==> src/rtl/clk_gate_pkg.sv <==
// Shared definitions for the clock-gating controller.
// Contents:
//   state_e          - controller state encoding (2'd3 is illegal and recovers to ACTIVE)
//   IDLE_CYCLES_DEF  - default idle run length before gating
//   WAKE_CYCLES_DEF  - default enable-to-ready delay after wake-up
package clk_gate_pkg;

  typedef enum logic [1:0] {
    ACTIVE = 2'd0,
    GATED  = 2'd1,
    WAKE   = 2'd2
  } state_e;

  localparam int unsigned IDLE_CYCLES_DEF = 16;
  localparam int unsigned WAKE_CYCLES_DEF = 2;

endpackage

==> src/rtl/clk_gate_ctrl_sat_counter.sv <==
// sat_counter: parameterised saturating up-counter.
// Ports:
//   clk    - clock
//   reset  - synchronous active-high reset, clears the count
//   clr_i  - synchronous clear (takes priority over increment)
//   inc_i  - increment by one; holds at all-ones instead of wrapping
//   cnt_o  - current count (registered)
module sat_counter #(
  parameter int unsigned W = 8
) (
  input  logic         clk,
  input  logic         reset,
  input  logic         clr_i,
  input  logic         inc_i,
  output logic [W-1:0] cnt_o
);

  logic [W-1:0] cnt_q;
  logic [W-1:0] cnt_d;

  always_comb begin
    cnt_d = cnt_q;
    if (clr_i) begin
      cnt_d = '0;
    end else if (inc_i && (cnt_q != '1)) begin
      cnt_d = cnt_q + W'(1);
    end
  end

  always_ff @(posedge clk) begin
    if (reset) begin
      cnt_q <= '0;
    end else begin
      cnt_q <= cnt_d;
    end
  end

  assign cnt_o = cnt_q;

endmodule

==> src/rtl/clk_gate_ctrl.sv <==
// clk_gate_ctrl: always-on controller producing the enable for the core's
// clock-gating cell. Drops the enable after IDLE_CYCLES consecutive idle
// cycles and restores it on new activity; wake_ready stays low for
// WAKE_CYCLES cycles after the enable returns.
// Ports:
//   clk          - free-running clock (also drives the gating cell)
//   reset        - synchronous active-high reset
//   act          - level-sensitive activity requests (N_SRC bits)
//   force_on     - inhibits gating while high; counts as activity
//   clk_en       - registered enable to the gating cell
//   wake_ready   - gated domain is running and may issue work
//   gated        - high while in GATED
//   gated_cycles - saturating count of cycles spent in GATED
//                  (present only when CLK_GATE_STATS_EN is defined)
// Optional feature macro: CLK_GATE_STATS_EN
module clk_gate_ctrl
  import clk_gate_pkg::*;
#(
  parameter int unsigned N_SRC       = 4,
  parameter int unsigned IDLE_CYCLES = IDLE_CYCLES_DEF,
  parameter int unsigned WAKE_CYCLES = WAKE_CYCLES_DEF
`ifdef CLK_GATE_STATS_EN
  ,
  parameter int unsigned STAT_W      = 32
`endif
) (
  input  logic              clk,
  input  logic              reset,
  input  logic [N_SRC-1:0]  act,
  input  logic              force_on,
  output logic              clk_en,
  output logic              wake_ready,
  output logic              gated
`ifdef CLK_GATE_STATS_EN
  ,
  output logic [STAT_W-1:0] gated_cycles
`endif
);

  localparam int unsigned IDLE_W = $clog2(IDLE_CYCLES + 1);
  localparam int unsigned WAKE_W = $clog2(WAKE_CYCLES + 1);
  localparam logic [IDLE_W-1:0] IDLE_LAST = IDLE_W'(IDLE_CYCLES - 1);
  localparam logic [WAKE_W-1:0] WAKE_LAST = WAKE_W'(WAKE_CYCLES - 1);

  state_e            state_q, state_d;
  logic              clk_en_q, wake_ready_q, gated_q;
  logic              any_act;
  logic [IDLE_W-1:0] idle_cnt;
  logic [WAKE_W-1:0] wake_cnt;
  logic              idle_clr, idle_inc;
  logic              wake_clr, wake_inc;

  assign any_act = (|act) | force_on;

  // Counters are held at zero outside their own state, so every entry into
  // ACTIVE or WAKE starts from a clean count.
  always_comb begin
    state_d  = state_q;
    idle_clr = 1'b1;
    idle_inc = 1'b0;
    wake_clr = 1'b1;
    wake_inc = 1'b0;
    case (state_q)
      ACTIVE: begin
        if (!any_act) begin
          if (idle_cnt == IDLE_LAST) begin
            state_d = GATED;
          end else begin
            idle_clr = 1'b0;
            idle_inc = 1'b1;
          end
        end
      end
      GATED: begin
        if (any_act) begin
          state_d = WAKE;
        end
      end
      WAKE: begin
        if (wake_cnt == WAKE_LAST) begin
          state_d = ACTIVE;
        end else begin
          wake_clr = 1'b0;
          wake_inc = 1'b1;
        end
      end
      default: state_d = ACTIVE;
    endcase
  end

  // Outputs are registered from the next state so they line up with the
  // state register and have no combinational path from the inputs.
  always_ff @(posedge clk) begin
    if (reset) begin
      state_q      <= ACTIVE;
      clk_en_q     <= 1'b1;
      wake_ready_q <= 1'b1;
      gated_q      <= 1'b0;
    end else begin
      state_q      <= state_d;
      clk_en_q     <= (state_d != GATED);
      wake_ready_q <= (state_d == ACTIVE);
      gated_q      <= (state_d == GATED);
    end
  end

  sat_counter #(.W(IDLE_W)) u_idle_cnt (
    .clk   (clk),
    .reset (reset),
    .clr_i (idle_clr),
    .inc_i (idle_inc),
    .cnt_o (idle_cnt)
  );

  sat_counter #(.W(WAKE_W)) u_wake_cnt (
    .clk   (clk),
    .reset (reset),
    .clr_i (wake_clr),
    .inc_i (wake_inc),
    .cnt_o (wake_cnt)
  );

`ifdef CLK_GATE_STATS_EN
  sat_counter #(.W(STAT_W)) u_gated_cnt (
    .clk   (clk),
    .reset (reset),
    .clr_i (1'b0),
    .inc_i (state_q == GATED),
    .cnt_o (gated_cycles)
  );
`endif

  assign clk_en     = clk_en_q;
  assign wake_ready = wake_ready_q;
  assign gated      = gated_q;

endmodule

==> config.mk <==
export PLATFORM = sky130hd
export DESIGN_NAME = clk_gate_ctrl
export DESIGN_NICKNAME = d
export VERILOG_FILES = /design/src/rtl/clk_gate_pkg.sv /design/src/rtl/clk_gate_ctrl_sat_counter.sv /design/src/rtl/clk_gate_ctrl.sv
export SDC_FILE = /design/constraint.sdc
export NUM_CORES = 1
export LEC_CHECK = 0
export ABC_CLOCK_PERIOD_IN_PS = 2200
export CAP_MARGIN = 5
export CORE_MARGIN = 4
export CORE_UTILIZATION = 37
export DETAILED_ROUTE_END_ITERATION = 8
export PLACE_DENSITY = 0.72
export SLEW_MARGIN = 10
export SYNTH_ARGS = -nofsm -noshare
export SYNTH_HDL_FRONTEND = slang
export SYNTH_SLANG_ARGS = --single-unit
==> constraint.sdc <==
create_clock -name clk -period 2.2 [get_ports clk]
set_clock_uncertainty 0.05 [all_clocks]
set_input_delay 0.44 -clock clk [delete_from_list [all_inputs] [get_ports clk]]
set_output_delay 0.44 -clock clk [all_outputs]
set_load 0.01 [all_outputs]
== After elaboration in Yosys (flattened, before gate mapping) ==
Index checks and enable logic that the tools add are counted.
Word-level totals
  bits in registers: 12
  bits in latches: 0
  bits in writable memories: 0
  bits in read-only memories: 0
  bits of input ports: 7
  output and inout port bits: 3
  word-level logic and storage cells: 39
  memories kept: 0
Cells by class
  add/sub/neg operators: 2
  multiply operators: 0
  div/mod/pow operators: 0
  order comparisons: 0
  equality and inequality tests: 8
  shift-type cells: 0
  multiplexer cells: 15
  bitwise logic cells: 1
  reductions and logical operators: 7
Operators with widths (number)
  $mux 1: 10
  $mux 2: 4
  $eq 2x1->1 const B: 3
  $pmux 2 s3: 1
  $add 5x1->5 const B: 1
  $eq 5x4->1 const B: 1
  $ne 5x5->1 const B: 1
  $logic_not 2->1: 2
  $reduce_or 2->1: 2
  $reduce_or 4->1: 1
  $add 2x1->2 const B: 1
  $eq 2x2->1 const B: 1
  $logic_and 1x1->1: 2
  $ne 2x1->1 const B: 1
  $ne 2x2->1 const B: 1
  $or 1x1->1: 1

== Longest topological paths before layout ==
  depth in word-level cells: 5
  mapped depth: 7
  mapped depth without buffers: 6

== By module ==
Synthesis repeated with hierarchy kept, for this count alone.
Second synthesis, totals
  cells, all modules: 58
  area, all modules: 556.8 um^2
By module, submodules not included
  sat_counter at u_idle_cnt: times used 1, cells an instance 26, area an instance 239.0 um^2, sequential area each 100.1 um^2
  clk_gate_ctrl: times used 1, cells an instance 24, area an instance 212.7 um^2, sequential area each 100.1 um^2
  sat_counter at u_wake_cnt: times used 1, cells an instance 8, area an instance 105.1 um^2, sequential area each 40.0 um^2

== Least setup slack after synthesis ==
Ideal clock, no wire load.
  kind: register to register
  start: reg u_idle_cnt.cnt_q[0] (netlist: u_idle_cnt.cnt_o[0])
  end: reg u_idle_cnt.cnt_q[3] (netlist: u_idle_cnt.cnt_o[3])
  setup time: 71 ps
  data arrival time: 1579 ps
  required time: 2079 ps
  setup slack: 501 ps
  stages on the path, launching flop included: 7
  path through: dfxtp_1 -> ha_1 -> and3_1 -> ha_1 -> buf_6 -> or4_1 -> a21oi_1
On the way
  cells in the longest elaborated chain, start to end: 5
RTL lines
  start: declaration: RTL line clk_gate_ctrl_sat_counter.sv:18  | logic [W-1:0] cnt_q;
  start signal: assignment: RTL line clk_gate_ctrl_sat_counter.sv:34  | cnt_q <= cnt_d;
  $eq 5x4->1: RTL line clk_gate_ctrl.sv:66  | if (idle_cnt == IDLE_LAST) begin
  $mux 1: RTL line clk_gate_ctrl.sv:66
  $mux 1: RTL line clk_gate_ctrl.sv:65  | if (!any_act) begin
  $mux 1: RTL line clk_gate_ctrl.sv:63  | case (state_q)
  $reduce_or 2->1 (no source line) / $logic_and 1x1->1 (equally long branches)
Parallel ways exist; a longest one is shown, timed or not.
A chain may end at the register's enable or synchronous reset.

== Final worst setup path ==
Ends and elaborated chain as after synthesis.

==> summary.txt <==
Status
  – Outcome: finished, final reports clean

Min path
  – Hold path cells: 2
  – Worst Hold Path EP: u_idle_cnt.cnt_o[3]
  – Hold Path Origin: u_idle_cnt.cnt_o[3]
  – HP Class: reg -> reg

Synth
  – Dominant synthesized flop cell: dfxtp_1
  – Synth unique cells: 23
  – Commonest cells in the synthesized netlist: 12 x dfxtp_1, 9 x nor2_1, 5 x ha_1, 3 x inv_1, 3 x nor2b_1
  – Area leader, netlist: dfxtp_1
  – Synth top area share: about 45%
  – Sequential share of the synthesized area: ~45%
  – Post-synth EDFFs: 0
  – Count leader, synth: dfxtp_1
  – Ys async rst share: 0%
  – Post-Syn Area: between 500 and 600 sq um
  – Synthesized instance count: 55
  – Area contributors post-synth: dfxtp_1 45%, ha_1 12%, nor2_1 6.3%
  – Synth Net Count: between 60 and 70
  – Yosys reg bits: 12
  – Avg Synthesized Cell Area: between 9 and 10 sq um
  – Synth warn: 0

Critical path
  – Critical path class: reg -> reg
  – Kind of cell adding the most delay to the critical path: simple AND/OR/NAND/NOR gates
  – Nature of the critical path startpoint: flop
  – Crit-path max FO: 8
  – CP Data Arrival Time: between 1.5 and 2 ns
  – Required @ worst endpoint: approximately 2.4 ns
  – Crit-path cells: ha_1, and3_1, ha_1, or4_1, a21oi_1
  – Critical Path Most Common Cell: ha_1
  – Slowest cell delay on critical path: 0.50 ns
  – R2R setup slack: slightly above 0.4 ns
  – R2R cell count: 5
  – Worst path slowest cell: or4_1
  – Worst R2R End: u_idle_cnt.cnt_o[3]
  – Reg-to-reg critical path startpoint: u_idle_cnt.cnt_o[0]
  – Crit path buffers/inverters: 0
  – Critical Path Sink Type: flop

Clock tree
  – TritonCTS Buffers: 3
  – CTS max path bufs: 2
  – Root buffer cell: clkbuf_4
  – Clock sink count: 12
  – Clock Pin Slew Worst Setup and Hold Paths: 0.07 ns
  – CTS tree: yes
  – Hold_buf cts: 0
  – H-tree level count: 1
  – Resize count post-CTS: 0
  – Clk_lat worst skew: around 0.28 ns
  – Post-CTS setup buffer count: 0

Floorplan
  – Starting Density: between 40% and 50%
  – CORE AREA: 0.00133 sq mm
  – Die area: about 0.0021 sq mm
  – Core Rows: 13
  – Width of the chip: between 40 and 50 um
  – I/O pin total: 10
  – Height of the die: around 46 um

STA
  – Fin crit period: ~1.8 ns
  – FMAX: 556 MHz
  – Fin. max-slew vios: 0
  – Setup_tns: 0 ns
  – Worst rel slew slack: between 70 and 80%
  – Setup violators final: 0
  – RSZ-0062 raised after global routing: false
  – Final Hold Vio Count: 0
  – Crit share post-route: 81.7%
  – Slew @ Worst Pin: between 0.3 and 0.4 ns

Cells and area
  – Final nets: 80
  – Area Overhead vs Synth: 25.1%
  – Share of cells above drive strength 1: under 10%
  – Diodes inserted: 0
  – Post-Route Utilization: 50.1%
  – Fillcell total: between 100 and 150
  – Final Cell Area: 668 sq um

Routing
  – Drt drc: 0
  – DR vias: about 410
  – Number of routed nets with antenna violations: 0
  – Routed len/inst: around 11 um
  – DRT iter0 DRCs: 2
  – Pre-Repair DR Iteration Count: 2
  – Vias per cell: between 4 and 5
  – DRT Wirelength: around 870 um

Placement
  – Global placer's final weighted congestion: about 0.71
  – Port bufs: 9
  – Placed Area: 632 sq um
  – DP Wirelength: 635 um

Global route
  – Gr usage total: just over 10%
  – Vias in the first global route: 370
  – GRT overflow: 0
  – Antenna violations before repair: 0
  – Largest net degree at the start of global routing: 9
  – Global-route wire length before repair: approximately 1400 um

Run
  – Total of max-cap violations: 0

Power
  – Pwr/cell area: about 600 mW/mm^2
  – Peak supply drop: between 0.2 and 0.3 mV
  – Leakage: 0.275 nW
  – Tot Pwr: 0.000407 W
## stage by stage
step | worst slack [ns] | cells | hold WS, ns
floorplan | 0.501 | 55 | 0.398
global placement | 0.452 | 78 | 0.422
detailed placement | 0.428 | 78 | 0.429
CTS | 0.399 | 82 | 0.440
global route | 0.276 | 82 | 0.447
finish | 0.402 | 82 | 0.445
## worst max-delay path by stage
stage	start	end	depth (start not counted)
3_5_place_dp	u_idle_cnt.cnt_o[0]	u_idle_cnt.cnt_o[3]	5
4_1_cts	u_idle_cnt.cnt_o[0]	u_idle_cnt.cnt_o[3]	5
2_1_floorplan	u_idle_cnt.cnt_o[0]	u_idle_cnt.cnt_o[3]	6
6_report	u_idle_cnt.cnt_o[0]	u_idle_cnt.cnt_o[3]	5
5_1_grt	u_idle_cnt.cnt_o[0]	u_idle_cnt.cnt_o[4]	6
3_3_place_gp	u_idle_cnt.cnt_o[0]	u_idle_cnt.cnt_o[3]	5
## logic make-up (layout without fill, tap and decap cells)
family	after synthesis	in the layout	share of synthesized area (%)
compound gates	8	8	9.37
fa+ha+maj	5	5	11.7
flops	12	12	45.0
simple gates	23	23	24.8
buf+inv	4	16	4.22
xor+xnor	3	3	4.92
## layout by cell type (no fill, tap or decap), drive strengths merged, types with 2 or more instances in the layout
master / n
clkdlybuf4s50: 9
xor2: 2
nor3b: 2
inv: 3
nor2: 9
a21oi: 2
clkbuf: 4
nand3: 2
nor2b: 3
ha: 5
dfxtp: 12
o21ai: 2
## layer usage
layer  global-route usage, %  wire length [um]  up-vias
li1                        -                 -      216
met1                    10.6               430      171
met2                    14.8               348       13
met3                    3.56                55        5
met4                    10.2                38        0
met5                       0                 0        -
## area by class of cell
cell class                      instances  area (sq um)  area share [%]
Tap cell                               15          18.8            2.81
Clock buffer                            4          36.3            5.43
Inverter                                3          11.3            1.69
Timing Repair Buffer                    9          90.1            13.5
Sequential cell                        12           240            36.0
Multi-Input combinational cell         39           272            40.6
## sequential cells by signal, indices dropped and copies added (netlist names)
name	cells
u_idle_cnt.cnt_o	5
state_q	2
u_wake_cnt.cnt_o	2
clk_en	1
gated	1
wake_ready	1
## worst reg2reg max path, stage by stage, from the launching register on
cell	delay, ns
dfxtp_1	0.34
ha_1	0.21
and3_1	0.19
ha_1	0.29
or4_1	0.50
a21oi_1	0.15
## power by group
group | switching [W] | internal, W
Sequential | 0.000000194 | 0.000217
Clock | 0.0000733 | 0.000101
Combinational | 0.00000457 | 0.0000111
(Power assumes the default switching activity.)
